[src/rtl/prt_scaler_vps_shadow.sv]
// VPS shadow register: collects one in-order sweep of parameter words into a
// staging bank and applies it to the active bank on the next qualified frame start.
module prt_scaler_vps_shadow #(
  parameter int P_IDX_WIDTH = 4,
  parameter int P_DAT_WIDTH = 16,
  parameter int P_NUM       = 16
) (
  input  logic                         VID_CLK_IN,
  input  logic                         VID_RST_IN,
  input  logic                         CTL_RUN_IN,
  input  logic [P_IDX_WIDTH-1:0]       VPS_IDX_IN,
  input  logic [P_DAT_WIDTH-1:0]       VPS_DAT_IN,
  input  logic                         VPS_VLD_IN,
  input  logic                         VID_VS_IN,
  output logic [P_NUM*P_DAT_WIDTH-1:0] VPS_DAT_OUT,
  output logic                         VPS_RDY_OUT,
  output logic                         VPS_UPD_OUT,
  output logic [7:0]                   VPS_ERR_OUT
);

  typedef enum logic [1:0] {
    ST_IDLE = 2'd0,
    ST_SYNC = 2'd1,
    ST_FILL = 2'd2,
    ST_FULL = 2'd3
  } state_t;

  localparam int                  LP_CW   = P_IDX_WIDTH + 1;
  localparam logic [LP_CW-1:0]    LP_LAST = LP_CW'(P_NUM - 1);
  localparam logic [P_IDX_WIDTH-1:0] LP_IDX_ZERO = {P_IDX_WIDTH{1'b0}};
  localparam logic [P_IDX_WIDTH-1:0] LP_IDX_ONE  = {{(P_IDX_WIDTH-1){1'b0}}, 1'b1};

  state_t                       state_r;
  logic [P_IDX_WIDTH-1:0]       exp_r;
  logic [P_NUM*P_DAT_WIDTH-1:0] stage_r;
  logic [P_NUM*P_DAT_WIDTH-1:0] act_r;
  logic                         rdy_r;
  logic                         upd_r;
  logic                         vs_q_r;
  logic [7:0]                   err_r;

  logic                         vs_edge_s;
  logic                         idx_zero_s;
  logic                         idx_hit_s;
  logic                         exp_last_s;
  logic                         stg_we_s;
  logic                         stg_at0_s;
  logic [P_IDX_WIDTH-1:0]       stg_addr_s;

  // Input qualifiers shared by the staging write decode and the state machine.
  always_comb begin
    vs_edge_s  = VID_VS_IN & ~vs_q_r;
    idx_zero_s = (VPS_IDX_IN == LP_IDX_ZERO);
    idx_hit_s  = (VPS_IDX_IN == exp_r);
    exp_last_s = ({1'b0, exp_r} == LP_LAST);
  end

  // Staging write decode: an in-order word, or an index-0 word that (re)starts a sweep.
  always_comb begin
    stg_we_s  = 1'b0;
    stg_at0_s = 1'b0;
    if (!VID_RST_IN && CTL_RUN_IN && VPS_VLD_IN) begin
      case (state_r)
        ST_SYNC: begin
          stg_we_s  = idx_zero_s;
          stg_at0_s = 1'b1;
        end
        ST_FILL: begin
          if (idx_hit_s) begin
            stg_we_s  = 1'b1;
            stg_at0_s = 1'b0;
          end else begin
            stg_we_s  = idx_zero_s;
            stg_at0_s = 1'b1;
          end
        end
        default: begin
          stg_we_s  = 1'b0;
          stg_at0_s = 1'b0;
        end
      endcase
    end else begin
      stg_we_s  = 1'b0;
      stg_at0_s = 1'b0;
    end
    stg_addr_s = stg_at0_s ? LP_IDX_ZERO : exp_r;
  end

  // Staging bank; no reset since every word is rewritten before it can be applied.
  always_ff @(posedge VID_CLK_IN) begin
    if (stg_we_s) begin
      stage_r[int'(stg_addr_s)*P_DAT_WIDTH +: P_DAT_WIDTH] <= VPS_DAT_IN;
    end
  end

  // Sweep sequencing, frame-start apply and error counting.
  always_ff @(posedge VID_CLK_IN) begin
    if (VID_RST_IN) begin
      state_r <= ST_IDLE;
      exp_r   <= LP_IDX_ZERO;
      act_r   <= {(P_NUM*P_DAT_WIDTH){1'b0}};
      rdy_r   <= 1'b0;
      upd_r   <= 1'b0;
      err_r   <= 8'd0;
      vs_q_r  <= 1'b1;
    end else begin
      vs_q_r <= VID_VS_IN;
      upd_r  <= 1'b0;
      if (!CTL_RUN_IN) begin
        state_r <= ST_IDLE;
        rdy_r   <= 1'b0;
      end else begin
        case (state_r)
          ST_IDLE: begin
            state_r <= ST_SYNC;
          end
          ST_SYNC: begin
            if (VPS_VLD_IN && idx_zero_s) begin
              exp_r   <= LP_IDX_ONE;
              state_r <= (P_NUM == 1) ? ST_FULL : ST_FILL;
            end
          end
          ST_FILL: begin
            if (VPS_VLD_IN) begin
              if (idx_hit_s) begin
                exp_r <= exp_r + LP_IDX_ONE;
                if (exp_last_s) begin
                  state_r <= ST_FULL;
                end
              end else begin
                // Out-of-order word: the partial set is dropped.
                err_r <= (err_r == 8'hFF) ? err_r : err_r + 8'd1;
                if (idx_zero_s) begin
                  exp_r <= LP_IDX_ONE;
                end else begin
                  state_r <= ST_SYNC;
                end
              end
            end
          end
          ST_FULL: begin
            if (vs_edge_s) begin
              act_r   <= stage_r;
              upd_r   <= 1'b1;
              rdy_r   <= 1'b1;
              state_r <= ST_SYNC;
            end
          end
          default: begin
            state_r <= ST_IDLE;
          end
        endcase
      end
    end
  end

  assign VPS_DAT_OUT = act_r;
  assign VPS_RDY_OUT = rdy_r;
  assign VPS_UPD_OUT = upd_r;
  assign VPS_ERR_OUT = err_r;

endmodule

[config.mk]
export PLATFORM = sky130hd
export DESIGN_NAME = prt_scaler_vps_shadow
export DESIGN_NICKNAME = d
export VERILOG_FILES = /design/src/rtl/prt_scaler_vps_shadow.sv
export SDC_FILE = /design/constraint.sdc
export NUM_CORES = 1
export LEC_CHECK = 0
export ABC_AREA = 1
export CAP_MARGIN = 20
export CORE_ASPECT_RATIO = 1.2
export CORE_MARGIN = 8
export CORE_UTILIZATION = 60
export CTS_BUF_LIST = sky130_fd_sc_hd__clkbuf_4
export CTS_CLUSTER_DIAMETER = 200
export DETAILED_ROUTE_END_ITERATION = 7
export GPL_TIMING_DRIVEN = 0
export PLACE_DENSITY = 0.87
export SLEW_MARGIN = 40
export SYNTH_ARGS = -nofsm -noshare
export SYNTH_HDL_FRONTEND = slang
export SYNTH_SLANG_ARGS = --single-unit
[constraint.sdc]
create_clock -name VID_CLK_IN -period 5.5 [get_ports VID_CLK_IN]
set_input_delay 0.825 -clock VID_CLK_IN [delete_from_list [all_inputs] [get_ports VID_CLK_IN]]
set_output_delay 0.825 -clock VID_CLK_IN [all_outputs]
set_load 0.03 [all_outputs]
# Yosys cells after proc, flatten, opt, wreduce, memory -nomap -nowiden
# Cells that the tools add are included.
# classes
add_sub_neg	3
multipliers	0
div_mod_pow	0
magnitude_cmp	0
n_eq_ne	12
shifts	2
muxes	21
bitwise_logic	6
reduce_logical	14
# ops
op	count
256-bit bitwise mux	1
16-bit by 33-bit variable shift with 256-bit output, first input constant	1
16-bit by 33-bit indexed part select with 256-bit output	1
8-bit negator with 33-bit output	1
4-bit 2-to-1 mux	5
5-bit AND reduction	3
2-bit 2-to-1 mux	6
3-bit != test, second input constant	3
8-bit by 1-bit adder with 8-bit output, second input constant	1
8-bit == test, second input constant	1
2-bit case mux with 4 select lines	1
4-bit case mux with 2 select lines	1
2-bit != test, second input constant	3
1-bit 2-to-1 mux	5
1-bit NOT	5
4-bit by 1-bit adder with 4-bit output, second input constant	1
2-bit == test, second input constant	2
4-bit == test	1
4-bit == test, second input constant	1
4-bit zero test	1
1-bit case mux with 2 select lines	2
1-bit logical AND	3
3-bit AND reduction	1
3-bit OR reduction	1
7 further kinds	7
# totals
register_bits	529
latch_bits	0
ramBits	0
mem_bits_ro	0
input_bits	25
out_inout_bits	266
word_cells	66
n_memories	0

# Depth between registers and ports, before layout
# depth
ltp_word	8
mapped_depth	19
ltp_nobuf	17

# Least setup slack after synthesis
# Ideal clock, no wire load.
# synth_path
path_kind	input to register
from	input VPS_IDX_IN[3]
to	register stage_r[240], enable pin
setup_ns	0.409
arrival_ns	3.432
required_time_ns	5.091
setup_slack_ns	1.658
cell_stages	15
n_path_buf	0
cell_sequence	inv_1 > nand2_1 > nand2_1 > nor2_1 > nand2_1 > nand2_1 > nand2_2 > nand2_4 > nand2_4 > inv_2 > nor2_1 > ha_1 > nor2_2 > nand2_1 > nor3_1
# synth_between
elab_chain_len	4
word_cells_on_any_way	5
cone_classes	1 x eq/ne; 3 x mux; 1 x reduce/logical
# synth_lines
item	line_no	source
from (decl)	11	input logic [P_IDX_WIDTH-1:0] VPS_IDX_IN,
4-bit == test / 4-bit zero test (equally long branches)	54, 53	
1-bit 2-to-1 mux	69	if (idx_hit_s) begin
1-bit case mux with 2 select lines *	63	case (state_r)
1-bit 2-to-1 mux *	62	if (!VID_RST_IN && CTL_RUN_IN && VPS_VLD_IN) begin
to (signal, indexed assignment)	92	stage_r[int'(stg_addr_s)*P_DAT_WIDTH +: P_DAT_WIDTH] <= VPS_DAT_IN;
to (decl)	35	logic [P_NUM*P_DAT_WIDTH-1:0] stage_r;
# Every way passes the cells marked *; elsewhere a longest branch is shown, timed or not.
# A chain may end at the register's enable or synchronous reset.

# Final worst setup path
# layout_path
from	input VPS_IDX_IN[3]
to	register stage_r[110], enable pin
# Same word-level chain as after synthesis.

==> impl_results.md <==
* RR Startpoint: state_r[0]
* Total wire length at roughly 60 mm
* Hold path depth at 2
* Yosys reg bits at 529
* Syn-to-layout area delta at 26.3%
* F_max at between 200 and 300 MHz
* CTS HTree Levels at 3
* Port buffer count at 290
* Power, Total at 7.53 mW
* Chip width at 181 um
* Synth cell count leaders: 723 x nor2_1, 273 x dfxtp_1, 263 x o21ai_0
* Slew of the pin with the lowest slew margin at 0.887 ns
* Core area at roughly 32000 um2
* Final Max Slew Viols at 0
* Setup WS pre-CTS at 0.790 ns
* Worst R2R End: stage_r[242]
* Placed Cells at approximately 2700
* Cell count after synthesis at 1982
* Pleak at 8.59 nW
* Ys async rst share at 0%
* Clk buf depth at 3
* CP max stage cell: nor2_2
* Number of global-route vias before repair at 16708
* PD cells at 306 nW/um2
* Worst Skew at 0.0676 ns
* Sequential element share of the synthesized area at 67.4%
* Critical path class: in2reg
* Most used flip-flop cell after synthesis: dfxtp_1
* Cell mode on critical path: nand2_1
* Fillers at between 2000 and 2500
* Worst-Skew Late Latency at ~0.81 ns
* Hold/Removal Path Class: reg2reg
* Layout cells sized above 1 at 11.5%
* Hold-fix buffers, CTS at 0
* DRT iter0 DRCs at roughly 1900
* Worst Path Arrival at 4.38 ns
* Largest net degree at the start of global routing at 18
* Final instance area at between 20000 and 25000 um2
* Crit-path leading delay family: simple AND/OR/NAND/NOR gates
* Number of distinct library cells after synthesis at 31
* Routed Antenna Nets at 0
* Total CTS buffers at 120
* Syn nets at 2014
* Worst endpoint required time at 5.90 ns
* Mean Syn Cell Area at 9.84 um2
* DRC at 0
* Largest area contributor in the netlist: edfxtp_1
* HPWL after DPL at 42.2 mm
* Pre-antenna DRT Iters at 6
* DP Area at 23000 um2
* Count of final setup violators at 0
* Hold Fails Final Rpt at 0
* Layout Cells excl Fill at a little under 3000
* Max-Cap Viols at 0
* Site Rows at 72
* RSZ-0062 raised after global routing: false
* Global-route wire length before repair at 91.3 mm
* Starting density of the core at 60.6%
* Tcrit/Tclk final at 72.4%
* Most frequent cell after synthesis: nor2_1
* Reg clk slew, reported paths at 0.07 ns
* Critical Path End Type: flip-flop
* Outcome: completed
* CP max stage delay at 0.70 ns
* Root buffer cell: clkbuf_4
* Number of gates resized after CTS at 0
* Largest cells by area after synthesis: edfxtp_1 39%, dfxtp_1 28%, nor2_1 14%, o21ai_0 6.8%, nand2_1 2.4%
* Flop-to-flop setup slack at 1.53 ns
* DR vias at roughly 17000
* CTS sink cnt at 529
* Setup crit start kind: primary input
* Max_slew headroom at 40.7%
* Vias/cell at 5.76
* Top cell type's share of synthesized area at between 30% and 40%
* Setup bufs post-CTS at 0
* Setup WS post-layout at 1.52 ns
* Hold Startpoint: stage_r[192]
* Hold path endpoint: VPS_DAT_OUT[192]
* Number of synthesized flops with an enable pin at roughly 260
* CTS tree: yes
* Ys Warns at 0
* Die Height at 213 um
* NumNets Final at 2429
* Synth Cell Area at 19500 um2
* Worst IR Drop VDD at 197 uV
* Setup TNS at 0 ns
* CP cell instances: clkdlybuf4s50_1 > inv_1 > nand2_1 > nand2_1 > nor2_1 > nand2_1 > nand2_1 > nand2_2 > nand2_4 > nand2_4 > ha_1 > clkbuf_1 > clkbuf_1 > nand3_1 > nor2_2
* GP Congestion at ~0.94
* FF-to-FF path depth at 13
* Worst path buffer plus inverter count at 4
* Ports at 291
* Die Area at 38500 um2
* GRT Util Overall at 30.6%
* Drt wl/cell at 20.6 um
* GRT overflow at 0
* Tmin final at just under 4 ns
* Worst Path Max Fanout at 16
* Initial antenna violation count at 2
-- where the power goes --
group          total [mW]  switching, mW  leakage, nW  internal, mW
clock                3.15           1.57        0.955          1.58
sequential           4.10        0.00221         4.73          4.09
combinational       0.284          0.214         2.91        0.0696
-- worst register-to-register path: stages (launching register included) --
cell,delay (ns)
dfxtp_1,0.39
inv_1,0.07
ha_1,0.31
nor3_1,0.45
nand2_4,0.16
nand2_4,0.19
inv_2,0.08
nor2_1,0.13
ha_1,0.33
nor2_2,0.27
nand2_1,0.31
nor3_2,0.54
buf_4,0.29
buf_4,0.17
-- layout by cell type, fill, tap and decap left out, drive strengths merged, types with 40 or more instances in the layout --
| cell | n |
|---|---|
| nor2 | 741 |
| clkbuf | 293 |
| clkdlybuf4s50 | 290 |
| dfxtp | 273 |
| o21ai | 264 |
| edfxtp | 256 |
| nand2 | 132 |
| nor3 | 70 |
| nand3 | 41 |
| inv | 40 |
-- kinds of logic after synthesis --
kind of cell / share of synthesized area (%)
AND/OR/NAND/NOR: 20.9
buffers and inverters: 3.72
flip-flops: 67.4
adder cells (fa/ha/maj): 0.449
AO/OA/AOI/OAI: 7.46
-- how the worst max path moves through the flow --
stage                              from      endpoint  slack (ns)  cells past startpoint
final                     VPS_IDX_IN[3]  stage_r[110]        1.52                     15
after global routing      VPS_IDX_IN[3]  stage_r[175]        1.32                     15
after CTS                    state_r[0]  stage_r[242]        1.62                     13
after detailed placement  VPS_IDX_IN[3]  stage_r[166]        0.79                     15
after global placement    VPS_IDX_IN[3]  stage_r[241]        0.05                     16
after floorplan           VPS_IDX_IN[3]  stage_r[240]        1.66                     15
-- state kept, by name, indices dropped and copies added (netlist names) --
register	flops
VPS_ERR_OUT	8
state_r	2
VPS_UPD_OUT	1
VPS_DAT_OUT	256
stage_r	256
exp_r	4
VPS_RDY_OUT	1
vs_q_r	1
-- routing by layer --
metal  GRT usage, %  vias to the layer above  routed length (um)  share of wire, %
li1               -                     7511                   -                 -
met1           34.5                     7815               20300                34
met2           50.9                     1188               28500                47
met3           7.59                      276                6910                12
met4           21.7                        0                4380               7.3
met5              0                        -                   0                 0
-- area by class of cell --
cell class / instances / area (um2) / area share [%]
sequential: 529 / 13200 / 53.4
inverter: 39 / 146 / 0.594
antenna: 3 / 7.51 / 0.0305
timing repair buffer: 293 / 2930 / 11.9
multi-input combinational: 1286 / 5700 / 23.1
buffer: 128 / 584 / 2.37
clock buffer: 191 / 1430 / 5.82
tap: 407 / 509 / 2.07
clock inverter: 39 / 174 / 0.706
-- per-stage QoR --
stage / hold slack, ns / utilization [%]
final: 0.458 / 76.6
after global routing: 0.494 / 76.6
after CTS: 0.466 / 76.5
after detailed placement: 0.454 / 71.5
after global placement: 0.442 / 71.2
after floorplan: 0.469 / -
(Power assumes the default switching activity.)
